===== src/rtl/kp_voice_alloc.sv =====
// kp_voice_alloc: note-on/off allocator driving a bank of Karplus-Strong voices.
// Define KP_ALLOC_STEAL_EN to let a note-on steal the oldest held voice when none is free.
module kp_voice_alloc #(
    parameter int NUM_VOICES = 4,
    parameter int AGE_W      = 16,
    parameter int TRIG_HOLD  = 8
) (
    input  logic                     a_clk,
    input  logic                     reset_n,
    input  logic                     note_valid,
    output logic                     note_ready,
    input  logic                     note_on,
    input  logic [6:0]               note_num,
    input  logic [6:0]               note_vel,
    input  logic [9:0]               note_delay,
    input  logic [11:0]              sustain_decay,
    input  logic [11:0]              release_decay,
    output logic [NUM_VOICES-1:0]    voice_trig,
    output logic [NUM_VOICES*10-1:0] voice_delay,
    output logic [NUM_VOICES*7-1:0]  voice_vel,
    output logic [NUM_VOICES*12-1:0] voice_decay,
    output logic [NUM_VOICES-1:0]    voice_held,
    output logic                     note_dropped
);
    localparam int IDX_W  = (NUM_VOICES > 1) ? $clog2(NUM_VOICES) : 1;
    localparam int TRIG_W = $clog2(2 * TRIG_HOLD + 1);
    localparam logic [TRIG_W-1:0] TRIG_MAX = TRIG_W'(2 * TRIG_HOLD);
    localparam logic [TRIG_W-1:0] TRIG_THR = TRIG_W'(TRIG_HOLD);

    typedef enum logic [1:0] {IDLE, SEARCH, ISSUE} state_t;

    state_t                            state_q, state_d;
    logic                              ev_on_q, ev_on_d;
    logic [6:0]                        ev_num_q, ev_num_d, ev_vel_q, ev_vel_d;
    logic [9:0]                        ev_delay_q, ev_delay_d;
    logic [IDX_W-1:0]                  tgt_q, tgt_d;
    logic                              hit_q, hit_d;
    logic                              dropped_q, dropped_d;
    logic [NUM_VOICES-1:0]             held_q, held_d;
    logic [NUM_VOICES-1:0][6:0]        note_q, note_d, vel_q, vel_d;
    logic [NUM_VOICES-1:0][AGE_W-1:0]  age_q, age_d;
    logic [NUM_VOICES-1:0][TRIG_W-1:0] trig_q, trig_d;
    logic [NUM_VOICES-1:0][9:0]        delay_q, delay_d;
    logic [NUM_VOICES-1:0][11:0]       decay_q, decay_d;

    logic [NUM_VOICES-1:0] busy;
    logic                  rt_hit, fr_hit, sel_hit;
    logic [IDX_W-1:0]      rt_idx, fr_idx, sel_idx;
`ifdef KP_ALLOC_STEAL_EN
    logic                  st_hit;
    logic [IDX_W-1:0]      st_idx;
    logic [AGE_W-1:0]      st_age;
`endif

    // Descending scan so the lowest matching index is the one left standing.
    always_comb begin
        busy   = '0;
        rt_hit = 1'b0;
        rt_idx = '0;
        fr_hit = 1'b0;
        fr_idx = '0;
        for (int i = NUM_VOICES - 1; i >= 0; i--) begin
            busy[i] = trig_q[i] != '0;
            if (held_q[i] && note_q[i] == ev_num_q) begin
                rt_hit = 1'b1;
                rt_idx = IDX_W'(i);
            end
            if (!held_q[i] && !busy[i]) begin
                fr_hit = 1'b1;
                fr_idx = IDX_W'(i);
            end
        end
`ifdef KP_ALLOC_STEAL_EN
        st_hit = 1'b0;
        st_idx = '0;
        st_age = '0;
        for (int i = 0; i < NUM_VOICES; i++) begin
            if (held_q[i] && !busy[i] && (!st_hit || age_q[i] > st_age)) begin
                st_hit = 1'b1;
                st_idx = IDX_W'(i);
                st_age = age_q[i];
            end
        end
        sel_hit = rt_hit ? !busy[rt_idx] : (fr_hit || st_hit);
        sel_idx = rt_hit ? rt_idx : (fr_hit ? fr_idx : st_idx);
`else
        sel_hit = rt_hit ? !busy[rt_idx] : fr_hit;
        sel_idx = rt_hit ? rt_idx : fr_idx;
`endif
    end

    always_comb begin
        state_d    = state_q;
        ev_on_d    = ev_on_q;
        ev_num_d   = ev_num_q;
        ev_vel_d   = ev_vel_q;
        ev_delay_d = ev_delay_q;
        tgt_d      = tgt_q;
        hit_d      = hit_q;
        dropped_d  = 1'b0;
        held_d     = held_q;
        note_d     = note_q;
        vel_d      = vel_q;
        delay_d    = delay_q;
        decay_d    = decay_q;
        for (int i = 0; i < NUM_VOICES; i++) begin
            age_d[i]  = (held_q[i] && age_q[i] != '1) ? age_q[i] + AGE_W'(1) : age_q[i];
            trig_d[i] = busy[i] ? trig_q[i] - TRIG_W'(1) : '0;
        end
        if (state_q == IDLE && note_valid && note_ready) begin
            ev_on_d    = note_on;
            ev_num_d   = note_num;
            ev_vel_d   = note_vel;
            ev_delay_d = note_delay;
            state_d    = SEARCH;
        end
        if (state_q == SEARCH) begin
            hit_d   = sel_hit;
            tgt_d   = sel_idx;
            state_d = ISSUE;
        end
        if (state_q == ISSUE) begin
            state_d = IDLE;
            if (ev_on_q && ev_vel_q != '0) begin
                if (hit_q) begin
                    delay_d[tgt_q] = ev_delay_q;
                    vel_d[tgt_q]   = ev_vel_q;
                    decay_d[tgt_q] = sustain_decay;
                    held_d[tgt_q]  = 1'b1;
                    note_d[tgt_q]  = ev_num_q;
                    age_d[tgt_q]   = '0;
                    trig_d[tgt_q]  = TRIG_MAX;
                end else begin
                    dropped_d = 1'b1;
                end
            end else begin
                for (int i = 0; i < NUM_VOICES; i++) begin
                    if (held_q[i] && note_q[i] == ev_num_q) begin
                        held_d[i]  = 1'b0;
                        decay_d[i] = release_decay;
                    end
                end
            end
        end
    end

    always_ff @(posedge a_clk) begin
        if (!reset_n) begin
            state_q    <= IDLE;
            ev_on_q    <= 1'b0;
            ev_num_q   <= '0;
            ev_vel_q   <= '0;
            ev_delay_q <= '0;
            tgt_q      <= '0;
            hit_q      <= 1'b0;
            dropped_q  <= 1'b0;
            held_q     <= '0;
            note_q     <= '0;
            vel_q      <= '0;
            age_q      <= '0;
            trig_q     <= '0;
            delay_q    <= '0;
            decay_q    <= '0;
        end else begin
            state_q    <= state_d;
            ev_on_q    <= ev_on_d;
            ev_num_q   <= ev_num_d;
            ev_vel_q   <= ev_vel_d;
            ev_delay_q <= ev_delay_d;
            tgt_q      <= tgt_d;
            hit_q      <= hit_d;
            dropped_q  <= dropped_d;
            held_q     <= held_d;
            note_q     <= note_d;
            vel_q      <= vel_d;
            age_q      <= age_d;
            trig_q     <= trig_d;
            delay_q    <= delay_d;
            decay_q    <= decay_d;
        end
    end

    always_comb begin
        voice_trig = '0;
        for (int i = 0; i < NUM_VOICES; i++) voice_trig[i] = trig_q[i] > TRIG_THR;
    end

    assign note_ready   = reset_n && state_q == IDLE;
    assign voice_delay  = delay_q;
    assign voice_vel    = vel_q;
    assign voice_decay  = decay_q;
    assign voice_held   = held_q;
    assign note_dropped = dropped_q;
endmodule


===== config.mk =====
export PLATFORM = sky130hd
export DESIGN_NAME = kp_voice_alloc
export DESIGN_NICKNAME = d
export VERILOG_FILES = /design/src/rtl/kp_voice_alloc.sv
export SDC_FILE = /design/constraint.sdc
export NUM_CORES = 1
export LEC_CHECK = 0
export BUFFER_PORTS_ARGS = -buffer_cell sky130_fd_sc_hd__buf_2
export CORE_ASPECT_RATIO = 1.2
export CORE_UTILIZATION = 45
export CTS_CLUSTER_DIAMETER = 60
export DETAILED_ROUTE_END_ITERATION = 7
export PLACE_DENSITY = 0.7
export SLEW_MARGIN = 20
export SYNTH_ARGS = -nofsm -noshare
export SYNTH_HDL_FRONTEND = slang
export SYNTH_SLANG_ARGS = --single-unit
export TNS_END_PERCENT = 10

===== constraint.sdc =====
create_clock -name a_clk -period 2.45 [get_ports a_clk]
set_input_delay 0.3675 -clock a_clk [delete_from_list [all_inputs] [get_ports a_clk]]
set_output_delay 0.3675 -clock a_clk [all_outputs]
set_load 0.05 [all_outputs]

==> flow_summary_export.csv <==
group,metric,value,unit
detailed_routing,routed_wirelength,23.2,mm
logic_synthesis,synth-edff-count,0,
final_layout,diodes,0,
placed_design,io_buffers,177,
critical_path,end_kind,"register",
detailed_routing,drt_pass1_iterations,5,
global_routing,grt_pass1_wl,36.4,mm
clock_tree,clock_latency,440,ps
detailed_routing,ant_nets,0,
critical_path,crit_type,"register to register",
pwr,vdd_drop_max,0.515,mV
clock_tree,root_buffer,"clkbuf_16",
detailed_routing,initialDrtViolationCount,514,
critical_path,critPathArrivalTime,2730,ps
logic_synthesis,ys_seq_area_frac,0.467,
timing,grt_setup_unrepaired,"false",
pwr,leakage,4.11,nW
global_routing,grt_max_degree,62,
timing,worstMarginPinSlew,474,ps
timing,hold_viol,0,
flow_run,cap_viol_max_count,0,
clock_tree,clockBufferDepth,2,
floorplan,num_rows,54,
global_routing,antenna_found_initial,0,
detailed_routing,viasPerCell,5.26,
critical_path,critPathMaxFanout,20,
placed_design,gp_congestion,0.921,
logic_synthesis,syn_nets,1056,
floorplan,die_h,153,µm
logic_synthesis,yosysUniqueCellTypes,47,
final_layout,fin_nets,1211,
logic_synthesis,ys.warnings.count,0,
timing,relSlewSlack,0.684,
global_routing,grt_pass1_vias,6850,
timing,period_needed,2350,ps
pwr,powerDensity,757,nW/µm²
floorplan,coreArea,18400,µm²
timing,maxSlewViolCount,0,
clock_tree,tritoncts,"yes",
detailed_routing,drc_errors,0,
floorplan,die_area,19500,µm²
final_layout,drive_above_1_share,0.231,
placed_design,dp_hpwl,16.0,mm
timing,whs,171,ps
critical_path,reg2reg_from,"ev_vel_q[3]$_SDFFE_PN0P_",
logic_synthesis,synthCells,996,
global_routing,overflow,0,
clock_tree,htreeDepth,4,
clock_tree,hold_buffers,0,
worst_hold_path,worstHoldStart,"note_delay[9]",
timing,skew,13.1,ps
clock_tree,cts.sinks,199,
floorplan,start_util,0.464,
logic_synthesis,ys_ff_latch,199,
worst_hold_path,hold_end,"ev_delay_q[9]$_SDFFE_PN0P_",
timing,finalSetupViolCount,0,
critical_path,r2r_slack,100,ps
final_layout,fill_cells,1737,
logic_synthesis,mappedNetlistArea,8530,µm²
clock_tree,post_cts_resized,0,
global_routing,track_usage,0.237,
timing,setup_tns,0,ps
logic_synthesis,async_reset_ff_frac,0,
final_layout,syn2layout_area_growth,20.8,%
detailed_routing,vias,7454,
critical_path,rr_endpoint,"voice_decay[37]$_SDFFE_PN0P_",
worst_hold_path,timing.hold.worst.class,"input pin to register",
timing,fmax,426,MHz
timing,period_share,0.957,
clock_tree,cts.clk_slew.worst_paths,80,ps
critical_path,reg2reg_depth,8,
critical_path,cp.required,2840,ps
logic_synthesis,synth_flop_cell,"dfxtp_1",
worst_hold_path,hold_path_depth,3,
clock_tree,numCtsBuffers,17,
outcome,status,"completed",
floorplan,die_w,128,µm
clock_tree,cts_setup_buffers,0,
critical_path,start_kind,"register",
floorplan,ioPinCount,178,
detailed_routing,avgRoutedWirePerCell,16.4,µm
logic_synthesis,syn_area_per_cell,8.56,µm²
==> cell families after synthesis <==
| logic type | count (synthesis) | synth area share |
|---|---|---|
| DFF | 199 | 0.467 |
| buffers and inverters | 86 | 0.0491 |
| xor gates and xnor gates | 36 | 0.0370 |
| AOI/OAI and AO/OA | 257 | 0.236 |
| and+or+nand+nor | 408 | 0.197 |
| muxes | 2 | 0.00235 |
| adders and majority gates | 8 | 0.0117 |
==> cells in the mapped netlist, types with 5 or more instances <==
cell type / count / area [µm²]
nand4_1: 7 / 43.8
o221a_2: 5 / 56.3
o221a_1: 43 / 484
clkbuf_1: 36 / 135
a21oi_1: 59 / 295
inv_1: 11 / 41.3
nand3_1: 8 / 40.0
nor3_1: 10 / 50.1
ha_1: 8 / 100
dfxtp_1: 199 / 3980
buf_6: 6 / 67.6
a21boi_1: 84 / 631
nand2_2: 6 / 37.5
xnor2_1: 35 / 307
a21boi_0: 42 / 315
buf_2: 29 / 145
nand2_1: 255 / 957
nand2b_1: 5 / 31.3
nor2_1: 95 / 357
==> critical path, cell delays in order, from the launching register on <==
cell and delay [ps]:
dfxtp_1 320, or4_4 540, o41a_1 370, buf_4 230
nand3_1 140, buf_4 200, nor2_1 50, a21oi_1 210
o221a_2 230
==> placed cells by master (no fill, tap or decap), drive strengths merged, types with 5 or more instances in the layout <==
master,instances
o221a,48
nand2,261
nor3,10
nand3,9
inv,19
nand2b,5
a21oi,63
xnor2,35
dfxtp,199
nor2,96
clkbuf,17
ha,8
nand4,7
buf,211
a21boi,126
==> worst max-delay path by stage <==
stage / startpoint / to / cells past startpoint
2_1_floorplan: ev_vel_q[3]$_SDFFE_PN0P_ / note_q[24]$_SDFFE_PN0P_ / 9
3_3_place_gp: ev_vel_q[3]$_SDFFE_PN0P_ / voice_decay[37]$_SDFFE_PN0P_ / 8
4_1_cts: ev_vel_q[3]$_SDFFE_PN0P_ / voice_decay[37]$_SDFFE_PN0P_ / 8
5_1_grt: ev_vel_q[3]$_SDFFE_PN0P_ / voice_decay[36]$_SDFFE_PN0P_ / 6
3_5_place_dp: ev_vel_q[3]$_SDFFE_PN0P_ / voice_decay[37]$_SDFFE_PN0P_ / 8
6_report: ev_vel_q[3]$_SDFFE_PN0P_ / voice_decay[37]$_SDFFE_PN0P_ / 8
==> area by class of cell <==
class	instances	area, µm²	share of cell area
sequential	199	3980	0.387
multi-input combinational	711	4150	0.402
tap	252	315	0.0306
clock buffer	17	425	0.0413
clock inverter	15	176	0.0171
timing repair buffer	211	1220	0.118
inverter	11	41.3	0.00401
==> metrics by stage <==
| stage | worst slack, ps | cells | utilization | area [µm²] | power (mW) |
|---|---|---|---|---|---|
| floorplan | 271 | 996 | - | 8530 | 4.67 |
| global placement | 157 | 1384 | 0.528 | 9700 | 5.00 |
| detailed placement | 126 | 1384 | 0.528 | 9700 | 5.02 |
| CTS | 97.8 | 1416 | 0.561 | 10300 | 7.86 |
| global route | 14.2 | 1416 | 0.561 | 10300 | 8.16 |
| finish | 104 | 1416 | 0.561 | 10300 | 7.80 |
==> routing by layer <==
metal / part of all wire / track usage / wire length (µm) / vias to the layer above
met4: 0.026 / 0.100 / 605 / 0
met2: 0.48 / 0.397 / 11100 / 259
met5: 0 / 0 / 0 / -
met1: 0.42 / 0.285 / 9780 / 3461
met3: 0.074 / 0.0658 / 1720 / 44
li1: - / - / - / 3690
==> power by group <==
part           internal [mW]  switching (mW)  total, mW
registers               3.39           0.171       3.57
logic                  0.565           0.812       1.38
clock network           1.47            1.39       2.85
total                   5.43            2.37       7.80
==> sequential cells by signal (all words and copies together), names as in the netlist <==
signal / count
note_dropped: 1
tgt_q: 2
ev_on_q: 1
hit_q: 1
ev_vel_q: 7
ev_delay_q: 10
voice_vel: 28
ev_num_q: 7
voice_decay: 48
note_q: 28
voice_held: 4
state_q: 2
voice_delay: 40
trig_q: 20
No activity file was read; power rests on OpenSTA's default activity.
